$ cat src/rtl/vga_pkg.sv
// Shared 640x480@60 timing constants, raster phase enumeration and helpers.
package vga_pkg;

    localparam int unsigned DEF_H_ACTIVE = 640;
    localparam int unsigned DEF_H_FP     = 16;
    localparam int unsigned DEF_H_SYNC   = 96;
    localparam int unsigned DEF_H_BP     = 48;
    localparam int unsigned DEF_V_ACTIVE = 480;
    localparam int unsigned DEF_V_FP     = 10;
    localparam int unsigned DEF_V_SYNC   = 2;
    localparam int unsigned DEF_V_BP     = 33;

    localparam int unsigned DEF_H_TOTAL = DEF_H_ACTIVE + DEF_H_FP + DEF_H_SYNC + DEF_H_BP;
    localparam int unsigned DEF_V_TOTAL = DEF_V_ACTIVE + DEF_V_FP + DEF_V_SYNC + DEF_V_BP;

    localparam int unsigned DEF_CLK_DIV = 4;
    localparam int unsigned DEF_X_WIDTH = 10;
    localparam int unsigned DEF_Y_WIDTH = 10;

    typedef enum logic [1:0] {
        PH_ACTIVE,
        PH_FP,
        PH_SYNC,
        PH_BP
    } phase_e;

    // Phase order along one axis; BP wraps back to ACTIVE.
    function automatic phase_e phase_next(input phase_e p);
        case (p)
            PH_ACTIVE: return PH_FP;
            PH_FP:     return PH_SYNC;
            PH_SYNC:   return PH_BP;
            default:   return PH_ACTIVE;
        endcase
    endfunction

    // Last counter value belonging to phase p.
    function automatic int unsigned phase_last(input phase_e p,
                                               input int unsigned act,
                                               input int unsigned fp,
                                               input int unsigned sync,
                                               input int unsigned bp);
        case (p)
            PH_ACTIVE: return act - 1;
            PH_FP:     return act + fp - 1;
            PH_SYNC:   return act + fp + sync - 1;
            default:   return act + fp + sync + bp - 1;
        endcase
    endfunction

endpackage

$ cat src/rtl/vga_pix_tick.sv
// Pixel-rate clock-enable divider: one registered tick every CLK_DIV clocks.
module vga_pix_tick #(
    parameter int unsigned CLK_DIV = 4
) (
    input  logic clk,
    input  logic rst_n,
    input  logic en_i,
    output logic tick_o
);

    localparam int unsigned CW = (CLK_DIV > 1) ? $clog2(CLK_DIV) : 1;
    localparam logic [CW-1:0] LAST = CW'(CLK_DIV - 1);

    logic [CW-1:0] cnt_q, cnt_d;
    logic          tick_q, tick_d;

    // Count while enabled; the tick register goes high after the edge where the count wraps.
    always_comb begin
        cnt_d  = '0;
        tick_d = 1'b0;
        if (en_i) begin
            tick_d = (cnt_q == LAST);
            cnt_d  = (cnt_q == LAST) ? '0 : cnt_q + 1'b1;
        end
    end

    // Divider state register.
    always_ff @(posedge clk or negedge rst_n) begin
        if (!rst_n) begin
            cnt_q  <= '0;
            tick_q <= 1'b0;
        end else begin
            cnt_q  <= cnt_d;
            tick_q <= tick_d;
        end
    end

    assign tick_o = tick_q;

endmodule

$ cat src/rtl/vga_timing_gen.sv
// VGA raster timing generator: pixel divider, H/V counters with phase FSMs, registered outputs.
module vga_timing_gen
    import vga_pkg::*;
#(
    parameter int unsigned H_ACTIVE = DEF_H_ACTIVE,
    parameter int unsigned H_FP     = DEF_H_FP,
    parameter int unsigned H_SYNC   = DEF_H_SYNC,
    parameter int unsigned H_BP     = DEF_H_BP,
    parameter int unsigned V_ACTIVE = DEF_V_ACTIVE,
    parameter int unsigned V_FP     = DEF_V_FP,
    parameter int unsigned V_SYNC   = DEF_V_SYNC,
    parameter int unsigned V_BP     = DEF_V_BP,
    parameter logic        SYNC_POL = 1'b0,
    parameter int unsigned CLK_DIV  = DEF_CLK_DIV,
    parameter int unsigned X_WIDTH  = DEF_X_WIDTH,
    parameter int unsigned Y_WIDTH  = DEF_Y_WIDTH
) (
    input  logic               clk,
    input  logic               rst_n,
    input  logic               en_i,
    output logic               pix_tick_o,
    output logic               hsync_o,
    output logic               vsync_o,
    output logic               de_o,
    output logic [X_WIDTH-1:0] x_o,
    output logic [Y_WIDTH-1:0] y_o,
    output logic               line_start_o,
    output logic               frame_start_o
);

    localparam int unsigned H_TOTAL = H_ACTIVE + H_FP + H_SYNC + H_BP;
    localparam int unsigned V_TOTAL = V_ACTIVE + V_FP + V_SYNC + V_BP;
    localparam logic [X_WIDTH-1:0] H_LAST = X_WIDTH'(H_TOTAL - 1);
    localparam logic [Y_WIDTH-1:0] V_LAST = Y_WIDTH'(V_TOTAL - 1);

    logic               tick;
    logic [X_WIDTH-1:0] h_q, h_d;
    logic [Y_WIDTH-1:0] v_q, v_d;
    phase_e             hph_q, hph_d, vph_q, vph_d;
    logic               hsync_q, hsync_d, vsync_q, vsync_d, de_q, de_d;
    logic               ls_q, ls_d, fs_q, fs_d;

    vga_pix_tick #(
        .CLK_DIV(CLK_DIV)
    ) u_pix_tick (
        .clk    (clk),
        .rst_n  (rst_n),
        .en_i   (en_i),
        .tick_o (tick)
    );

    // Advance counters and phase FSMs on each tick; disable snaps back to the idle position.
    always_comb begin
        h_d   = h_q;
        v_d   = v_q;
        hph_d = hph_q;
        vph_d = vph_q;
        if (!en_i) begin
            h_d   = H_LAST;
            v_d   = V_LAST;
            hph_d = PH_BP;
            vph_d = PH_BP;
        end else if (tick) begin
            h_d = (h_q == H_LAST) ? '0 : h_q + 1'b1;
            if (h_q == X_WIDTH'(phase_last(hph_q, H_ACTIVE, H_FP, H_SYNC, H_BP)))
                hph_d = phase_next(hph_q);
            if (h_q == H_LAST) begin
                v_d = (v_q == V_LAST) ? '0 : v_q + 1'b1;
                if (v_q == Y_WIDTH'(phase_last(vph_q, V_ACTIVE, V_FP, V_SYNC, V_BP)))
                    vph_d = phase_next(vph_q);
            end
        end
    end

    // Output decode from the next phase so syncs/DE register together with the coordinates.
    always_comb begin
        hsync_d = (hph_d == PH_SYNC) ? SYNC_POL : ~SYNC_POL;
        vsync_d = (vph_d == PH_SYNC) ? SYNC_POL : ~SYNC_POL;
        de_d    = en_i && (hph_d == PH_ACTIVE) && (vph_d == PH_ACTIVE);
        ls_d    = en_i && tick && (h_d == '0);
        fs_d    = ls_d && (v_d == '0);
    end

    // Position, phase and output registers.
    always_ff @(posedge clk or negedge rst_n) begin
        if (!rst_n) begin
            h_q     <= H_LAST;
            v_q     <= V_LAST;
            hph_q   <= PH_BP;
            vph_q   <= PH_BP;
            hsync_q <= ~SYNC_POL;
            vsync_q <= ~SYNC_POL;
            de_q    <= 1'b0;
            ls_q    <= 1'b0;
            fs_q    <= 1'b0;
        end else begin
            h_q     <= h_d;
            v_q     <= v_d;
            hph_q   <= hph_d;
            vph_q   <= vph_d;
            hsync_q <= hsync_d;
            vsync_q <= vsync_d;
            de_q    <= de_d;
            ls_q    <= ls_d;
            fs_q    <= fs_d;
        end
    end

    assign pix_tick_o    = tick;
    assign hsync_o       = hsync_q;
    assign vsync_o       = vsync_q;
    assign de_o          = de_q;
    assign x_o           = h_q;
    assign y_o           = v_q;
    assign line_start_o  = ls_q;
    assign frame_start_o = fs_q;

endmodule

$ cat config.mk
export PLATFORM = sky130hd
export DESIGN_NAME = vga_timing_gen
export DESIGN_NICKNAME = d
export VERILOG_FILES = /design/src/rtl/vga_pkg.sv /design/src/rtl/vga_pix_tick.sv /design/src/rtl/vga_timing_gen.sv
export SDC_FILE = /design/constraint.sdc
export NUM_CORES = 1
export LEC_CHECK = 0
export CAP_MARGIN = 20
export CORE_MARGIN = 2
export CORE_UTILIZATION = 41
export CTS_CLUSTER_DIAMETER = 150
export DETAILED_ROUTE_END_ITERATION = 10
export GPL_ROUTABILITY_DRIVEN = 0
export PLACE_DENSITY = 0.67
export SYNTH_ARGS = -nofsm -noshare
export SYNTH_HDL_FRONTEND = slang
export SYNTH_HIERARCHICAL = 1
export SYNTH_SLANG_ARGS = --single-unit
$ cat constraint.sdc
create_clock -name clk -period 2.6 [get_ports clk]
set_input_delay 0.39 -clock clk [delete_from_list [all_inputs] [get_ports clk]]
set_output_delay 0.39 -clock clk [all_outputs]
set_load 0.01 [all_outputs]
==> results of run 1 <==
==> final timing paths <==
path                                        to                start  slack [ns]
setup / recovery                          de_o               x_o[0]        0.22
hold / removal             u_pix_tick/cnt_q[0]  u_pix_tick/cnt_q[0]        0.45
setup reg to reg                          de_o               x_o[0]        0.22
hold reg to reg            u_pix_tick/cnt_q[0]  u_pix_tick/cnt_q[0]        0.45
max in group asynchronous               x_o[3]                rst_n        1.77
min in group asynchronous               x_o[7]                rst_n        0.48
==> worst max-delay path: stages, from the launching register on <==
cell	delay (ns)
dfstp_2	0.58
ha_1	0.25
and4_1	0.36
nand3_1	0.11
a211oi_1	0.39
mux2_2	0.42
nand3_1	0.09
nor3_1	0.04
==> per-layer routing <==
metal	vias up	track usage, %	share of wire [%]
li1	794	-	-
met4	0	6.67	1.7
met5	-	0	0
met2	22	25.7	46
met1	762	23.9	49
met3	5	4.53	2.9
==> layout make-up <==
cell class,count,area (sq um),area share (%)
Multi-Input combinational cell,155,1060,44.0
Inverter,13,48.8,2.02
Sequential cell,32,821,34.0
Timing Repair Buffer,34,325,13.5
Clock buffer,8,90.1,3.73
Tap cell,54,67.6,2.80
==> layout by cell type, fill, tap and decap left out, types with 2 or more instances in the layout <==
cell / count
clkdlybuf4s50_1: 28
nand2_1: 23
nor2_1: 17
dfrtp_1: 16
dfstp_2: 16
nand3_1: 14
inv_1: 12
ha_1: 10
xnor2_1: 9
a21oi_1: 8
xor2_1: 6
nand4_1: 6
nor3_1: 6
clkbuf_8: 6
buf_4: 6
and4_1: 4
o21ai_0: 4
and3_1: 3
and3b_1: 3
and2_1: 3
mux2_2: 3
o21ai_1: 3
mux2i_1: 3
o211ai_1: 3
nor4b_2: 2
nor4_1: 2
a31oi_1: 2
clkbuf_1: 2
==> cells by family after synthesis <==
kind of cell               Yosys count  share of synthesized area, %
muxes                                6                          3.21
xor gates and xnor gates            15                          6.61
buffers and inverters               22                          5.29
and+or+nand+nor                     96                          28.5
DFF                                 32                          41.3
adders and majority gates           10                          6.29
AOI/OAI and AO/OA                   28                          8.81
==> report_power, final <==
| part | internal (mW) | switching, mW | total (mW) | leakage, nW |
|---|---|---|---|---|
| Clock | 0.216 | 0.183 | 0.399 | 0.0455 |
| Combinational | 0.0681 | 0.0815 | 0.150 | 0.626 |
| Sequential | 0.522 | 0.0205 | 0.543 | 0.390 |
| Total | 0.806 | 0.285 | 1.09 | 1.06 |
==> Yosys cell counts (all sizes together) <==
master / count / share of area, %
nand3: 14 / 3.5
o31a: 1 / 0.44
and2: 4 / 1.3
ha: 10 / 6.3
dfstp: 16 / 21
and3: 3 / 0.94
mux2i: 3 / 1.5
nand4: 7 / 2.5
mux2: 3 / 1.7
nor4b: 2 / 1.5
a211o: 1 / 0.44
nor3b: 2 / 1.0
nor3: 6 / 1.5
nor4: 3 / 1.3
o2111ai: 1 / 0.44
xnor2: 9 / 4.0
and4bb: 2 / 1.4
and4: 4 / 1.8
o211ai: 3 / 1.1
clkinv: 1 / 0.19
inv: 12 / 2.3
and3b: 3 / 1.3
nand2: 23 / 4.3
o21ai: 8 / 2.2
or2: 1 / 0.31
nand2b: 1 / 0.31
xor2: 6 / 2.6
dfrtp: 16 / 20
buf: 6 / 2.3
a21boi: 1 / 0.38
clkbuf: 3 / 0.57
a21o: 1 / 0.38
a21oi: 8 / 2.0
a22oi: 1 / 0.38
a211oi: 1 / 0.38
a31oi: 2 / 0.63
nor4bb: 1 / 0.50
nand3b: 2 / 1.4
nor2: 17 / 3.2
nor2b: 1 / 0.31
==> per-stage QoR <==
step                power [mW]  util (%)  hold slack [ns]  worst slack [ns]  area, sq um
floorplan                0.643         -           0.0944             0.425         1990
global placement         0.699      49.5            0.446             0.280         2320
detailed placement       0.702      49.5            0.450             0.254         2320
CTS                       1.11      51.5            0.457             0.233         2410
global route              1.15      51.5            0.477            0.0393         2410
finish                    1.09      51.5            0.453             0.221         2410
==> flip-flops by register name, summed over array words and instances (netlist names), 2 cells and up <==
signal	cells
u_pix_tick/cnt_q	2
vph_q	2
x_o	10
hph_q	2
y_o	10
==> summary.txt, run 1 <==
status: completed
placed cell count: 288
IO buf count: 28
TNS Setup: 0 ns
critical path type: reg -> reg
Max clock buf depth: 2
Residual DRC: 0
pwr dens: 452 nW/um^2
Net Count, Synth: 222
global-route usage over all layers: 17.2%
die height: 73.6 microns
min cycle time layout: 2.38 ns
first-pass GRT wire length: 7040 microns
Lkg Pwr: 1.06 nW
non-filler cells, final: 296
Vias: 1583
total global routing overflow: 0
vias per cell: 5.35
cell area after synthesis: 1990 sq um
TritonCTS clock tree: built
Arrival @ worst endpoint: 2.54 ns
Post-CTS Setup Bufs: 0
Syn. warnings: 6
largest net degree at the start of global routing: 33
Tightest Hold Check Type: reg -> reg
CTS resizes: 0
period utilisation layout: 91.5%
Final nets: 254
Core ar.: 4690 sq um
Layout Skew: 0.00739 ns
Worst-path clk slew: 0.07 ns
synthesis-to-layout area growth: 21.5%
Num CTS Buffers: 5
Root Driver: clkbuf_8
post-synthesis register bit count: 32
Max-cap violations: 0
clk_lat worst skew: 0.29 ns
Peak Freq: 420 MHz
post-route ant nets: 0
Fin. Hold Viols: 0
actual slew at the worst max-slew pin: 0.406 ns
Routed WL: 4150 microns
synthesized area per cell: 9.51 sq um
Die W: 73.6 microns
Cells after Synth: 209
RSZ-0062 raised after global routing: false
number of global-route vias before repair: 1444
n_diodes: 0
die area: 5420 sq um
Max-slew headroom: 72.7%
crit-path max FO: 6
HPWL Detailed: 3060 microns
VDD IR max: 0.366 mV
kind of start point of the critical path: flip-flop
clock sinks: 32
Rows: 25
initial drt markers: 80
cts-stage hold buffer count: 0
H-Tree Depth: 2
ratio of cells with drive above 1 in the final layout: 16.9%
Slew Limit Fails: 0
antenna violations before repair: 0
WL/cell: 14.0 microns
WP data required: 2.76 ns
Hold Crit Depth: 1
Fillers: 453
Netlist cell types: 50
register area share after synthesis: 41.3%
Setup Viol. Count Final: 0
Worst Setup End Kind: flip-flop
Initial Utilization: 42.4%
DR pass1 iterations: 4
Top Ports: 29
R2R depth: 7
Note: power is estimated with default switching activity, not from simulation.
==> inputs of run 2 (changes only) <==
--- a/config.mk
+++ b/config.mk
@@ -7,11 +7,11 @@
 export LEC_CHECK = 0
 export CAP_MARGIN = 20
 export CORE_MARGIN = 2
-export CORE_UTILIZATION = 41
+export CORE_UTILIZATION = 40
 export CTS_CLUSTER_DIAMETER = 150
 export DETAILED_ROUTE_END_ITERATION = 10
 export GPL_ROUTABILITY_DRIVEN = 0
-export PLACE_DENSITY = 0.67
+export PLACE_DENSITY = 0.66
 export SYNTH_ARGS = -nofsm -noshare
 export SYNTH_HDL_FRONTEND = slang
 export SYNTH_HIERARCHICAL = 1
==> constraint.sdc (replaced) <==
create_clock -name clk -period 2.6 [get_ports clk]
set_input_delay 0.39 -clock clk [delete_from_list [all_inputs] [get_ports clk]]
set_output_delay 0.39 -clock clk [all_outputs]
set_load 0.02 [all_outputs]
==> summary.txt, run 2 (synthesis results as in run 1) <==
status: completed
first-pass GRT wire length: 7070 microns
RSZ-0062 raised after global routing: false
vias per cell: 5.14
ratio of cells with drive above 1 in the final layout: 18.1%
largest net degree at the start of global routing: 33
Max-cap violations: 0
HPWL Detailed: 3190 microns
critical path, cell by cell: ha_1, and4bb_1, and4_1, buf_4, o21ai_1, a21boi_0, o211ai_1, nor4_2
Power Internal: 0.827 mW
clock sinks: 32
Setup WS pre-CTS: 0.216 ns
total global routing overflow: 0
CP bufs+invs: 1
DR pass1 iterations: 4
Worst path max stage delay: 0.58 ns
post-layout util: 51.6%
IO buf count: 28
Num CTS Buffers: 5
H-Tree Depth: 2
Die W: 74.5 microns
Fin. Hold Viols: 0
Final nets: 256
die area: 5550 sq um
CTS resizes: 0
synthesis-to-layout area growth: 23.3%
TNS Setup: 0 ns
Max clock buf depth: 2
number of global-route vias before repair: 1492
placed cell count: 303
Post-CTS Setup Bufs: 0
TritonCTS clock tree: built
actual slew at the worst max-slew pin: 0.410 ns
non-filler cells, final: 310
WP data required: 2.79 ns
Clock Power Share: 36.8%
Net Sw Frac: 25.5%
critical path type: reg -> reg
VDD IR max: 0.234 mV
Vias: 1594
commonest cells after routing, fill and taps aside: clkdlybuf4s50_1 (28), nand2_1 (23), nor2_1 (17)
Residual DRC: 0
initial drt markers: 92
Core ar.: 4750 sq um
worst setup margin: 0.184 ns
Peak Freq: 414 MHz
Max-slew headroom: 72.5%
die height: 74.5 microns
kind of start point of the critical path: flip-flop
global-route usage over all layers: 16.9%
most common cell after layout, fill and taps aside: clkdlybuf4s50_1
post-route ant nets: 0
Rows: 25
R2R Setup Slk: 0.18 ns
antenna violations before repair: 0
Fillers: 454
Layout Skew: 0.00747 ns
WL/cell: 13.6 microns
Tightest Hold Check Type: reg -> reg
Root Driver: clkbuf_8
Slowest-stage cell, CP: dfstp_2
Worst Setup End Kind: flip-flop
pwr dens: 453 nW/um^2
Combinational Power Share: 14.3%
Routed WL: 4210 microns
clk_lat worst skew: 0.28 ns
period utilisation layout: 92.9%
Worst-path clk slew: 0.07 ns
switching power: 0.283 mW
Lkg Pwr: 1.07 nW
crit-path max FO: 8
min cycle time layout: 2.42 ns
Slew Limit Fails: 0
Setup Viol. Count Final: 0
Flop pwr share: 48.9%
Arrival @ worst endpoint: 2.60 ns
Top Ports: 29
cts-stage hold buffer count: 0
CP delay by family, top: simple AND/OR/NAND/NOR gates
n_diodes: 0
Initial Utilization: 41.8%
run 2: cell count changes in the layout (fill, tap and decap cells not counted):
cell | before | now
clkbuf_1 | 2 | 0
buf_4 | 6 | 8
clkbuf_8 | 6 | 7
run 2: path summary, 6_finish.rpt:
check / endpoint / cells past startpoint / startpoint
min reg2reg: u_pix_tick/cnt_q[0] / 1 / u_pix_tick/cnt_q[0]
max: frame_start_o / 8 / x_o[0]
min in group asynchronous: x_o[7] / 2 / rst_n
min: u_pix_tick/cnt_q[0] / 1 / u_pix_tick/cnt_q[0]
max reg2reg: frame_start_o / 8 / x_o[0]
max in group asynchronous: x_o[3] / 2 / rst_n
run 2: power groups by stage:
stage	Clock, mW	Sequential [mW]	Combinational, mW
after global routing	0.443	0.545	0.176
after global placement	0	0.551	0.158
after floorplan	0	0.555	0.0949
final	0.408	0.543	0.159
after detailed placement	0	0.551	0.159
after CTS	0.423	0.543	0.160
run 2: layer usage:
| metal | wire, microns | vias to the layer above | global-route usage [%] |
|---|---|---|---|
| met5 | 0 | - | 0 |
| met4 | 79 | 0 | 5.75 |
| met3 | 128 | 9 | 4.07 |
| met2 | 1920 | 25 | 25.6 |
| met1 | 2080 | 759 | 23.8 |
| li1 | - | 801 | - |
run 2: per-stage QoR:
stage	hold WS, ns	power, mW	area [sq um]
2_1_floorplan	0.0944	0.650	1990
3_3_place_gp	0.445	0.708	2360
3_5_place_dp	0.448	0.710	2360
4_1_cts	0.456	1.13	2450
5_1_grt	0.479	1.16	2450
6_report	0.453	1.11	2450
run 2: final cells by class:
cell class	count	area [sq um]	share of cell area (%)
Sequential cell	32	821	33.5
Timing Repair Buffer	36	340	13.9
Clock buffer	7	96.3	3.93
Multi-Input combinational cell	155	1060	43.3
Tap cell	67	83.8	3.42
Inverter	13	48.8	1.99
run 2: worst reg2reg max path: cells and delay by family (launching register included):
kind / cells / cell delay [ns]
flip-flops: 1 / 0.58
AO/OA/AOI/OAI: 3 / 0.56
AND/OR/NAND/NOR: 3 / 0.76
adder cells (fa/ha/maj): 1 / 0.26
buffers and inverters: 1 / 0.18
==> patch, RTL diff (flow settings as in run 2) <==
The package constant `DEF_X_WIDTH` goes from 10 to 8.
--- a/src/rtl/vga_pkg.sv
+++ b/src/rtl/vga_pkg.sv
@@ -14,7 +14,7 @@
     localparam int unsigned DEF_V_TOTAL = DEF_V_ACTIVE + DEF_V_FP + DEF_V_SYNC + DEF_V_BP;
 
     localparam int unsigned DEF_CLK_DIV = 4;
-    localparam int unsigned DEF_X_WIDTH = 10;
+    localparam int unsigned DEF_X_WIDTH = 8;
     localparam int unsigned DEF_Y_WIDTH = 10;
 
     typedef enum logic [1:0] {
Interface: changed (resized x_o); port bits go from 29 to 27. The function was not compared with the original's and may differ.
==> patch against run 2 <==
Power is 3.7% higher. Highest routed layer unchanged. Synthesized cell count is 1.9% higher. Clock skew hardly changed. Routed wire length is 5.8% higher. Cell area is 1.2% lower. Critical path type unchanged. Sequential share of layout area is 1.8 points lower. Critical path depth is 1 lower. Critical endpoint unchanged. Area after synthesis is 0.31% lower. Sequential cell count is 2 lower. Worst setup slack better by 39 ps.
==> patch: results (changes against run 2) <==
stage,metric,value,unit,change
grt,gr usage total,17.5,%,+0.58 points
grt,largest net degree at the start of global routing,31,,-6.1%
route,initial drt markers,105,,+14%
power_and_ir_drop,Pleak,0.00105,µW,-1.9%
critical_path,R2R setup slack,220,ps,+40 ps
power_and_ir_drop,VDD IR max,0.200,mV,-14%
route,Vias,1661,,+4.2%
synthesis,adder-cell share of the synthesized area,5.68,%,-0.61 points
synthesis,Area contributors post-synth,"dfrtp_1, dfstp_2, ha_1",,
grt,first-pass GRT wire length,7250,µm,+2.6%
final_layout,fraction of layout cells with a size suffix above 1,18.3,%,+0.23 points
place,Post-DP Area,0.00231,mm²,-2.1%
worst_hold_path,HP Class,flip-flop to flip-flop,,
synthesis,"Distinct cells, synth",51,,+2.0%
cts,total CTS buffers,5,,unchanged
route,drt pass-1 iters,4,,unchanged
synthesis,multiplexer share of the synthesized area,2.02,%,-1.2 points
synthesis,cell taking the most area after synthesis,dfrtp_1,,
critical_path,crit path kind,flip-flop to flip-flop,,
critical_path,logic depth of the worst register-to-register path,7,,-1
timing,Layout Skew,7.07,ps,-0.397 ps
synthesis,register area share after synthesis,38.8,%,-2.5 points
grt,vias in the first global route,1522,,+2.0%
run_status,status,finished clean,,
critical_path,CP Max Fanout,10,,+2
route,Routed WL per cell,14.5,µm,+6.9%
final_layout,antenna diode count,0,,unchanged
grt,initial antenna violation count,0,,unchanged
route,post-route ant nets,0,,unchanged
worst_hold_path,hold path depth,1,,unchanged
place,DPL Wire Length,3140,µm,-1.5%
final_layout,Post-layout nets,251,,-2.0%
synthesis,Post-Synth XOR/XNOR Area,5.30,%,-1.3 points
timing,Worst Tran Pin Value,457,ps,+47.3 ps
critical_path,worst flop-to-flop path startpoint,x_o[0],,
place,Port Buffers,26,,-7.1%
synthesis,syn nets,225,,+1.4%
synthesis,Compound-Gate Fraction of Synth Area,13.1,%,+4.3 points
critical_path,critical path arrival,2550,ps,-50 ps
cts,Clock Pin Slew Worst Setup and Hold Paths,70,ps,about the same
synthesis,Post-synth top cells,"dfrtp_1, nand3_1, nand2_1",,
cts,buffer count from post-CTS setup fixing,0,,unchanged
[patch: changes by cell type after synthesis, sizes merged, moves of 3 or more]
cell and change:
and2 +5, clkbuf +4, and3b -3, or3 +3, o21ai +6, mux2 -3, nor2 -7, xor2 -3
nand2 -8
[patch: cell families (layout without fill, tap and decap cells)]
group,after synthesis,after routing
multiplexers,4,4
buffers and inverters,24,51
AND/OR/NAND/NOR,94,94
flip-flops,30,30
AO/OA/AOI/OAI,40,40
XOR/XNOR,12,12
adder cells (fa/ha/maj),9,9
[patch: routing by layer]
layer | track usage [%] | part of all wire [%] | vias to the layer above
met5 | 0 | 0 | -
met3 | 5.69 | 4.9 | 7
met1 | 23.3 | 48 | 798
li1 | - | - | 818
met4 | 6.94 | 1.5 | 0
met2 | 26.4 | 46 | 38
[patch: layout make-up]
class                           instances  area [µm²]
Clock buffer                            8         110
Fill cell                             462        2330
Inverter                               10        37.5
Multi-Input combinational cell        159        1110
Sequential cell                        30         768
Tap cell                               67        83.8
Timing Repair Buffer                   33         313
[patch: stage by stage]
| stage | hold WS [ps] | util, % | cells | setup WS, ps | power (µW) |
|---|---|---|---|---|---|
| after CTS | 461 | 50.8 | 307 | 86.6 | 1160 |
| final | 460 | 51.0 | 307 | 223 | 1150 |
| after global routing | 476 | 51.0 | 307 | 11.2 | 1210 |
| after detailed placement | 451 | 48.5 | 299 | 125 | 707 |
| after floorplan | 94.4 | - | 213 | 341 | 646 |
| after global placement | 444 | 48.5 | 299 | 242 | 703 |
[patch: critical path, stage by stage (launching register included)]
cell,delay [ps]
dfstp_2,600
ha_1,310
and4_2,300
nand2_2,140
o311a_1,180
nor4b_4,270
nand3b_1,120
a2111oi_2,340
[patch: report_power, final]
part	switching, µW	internal [µW]
clock network	185	267
logic	97.9	82.7
registers	22.9	496
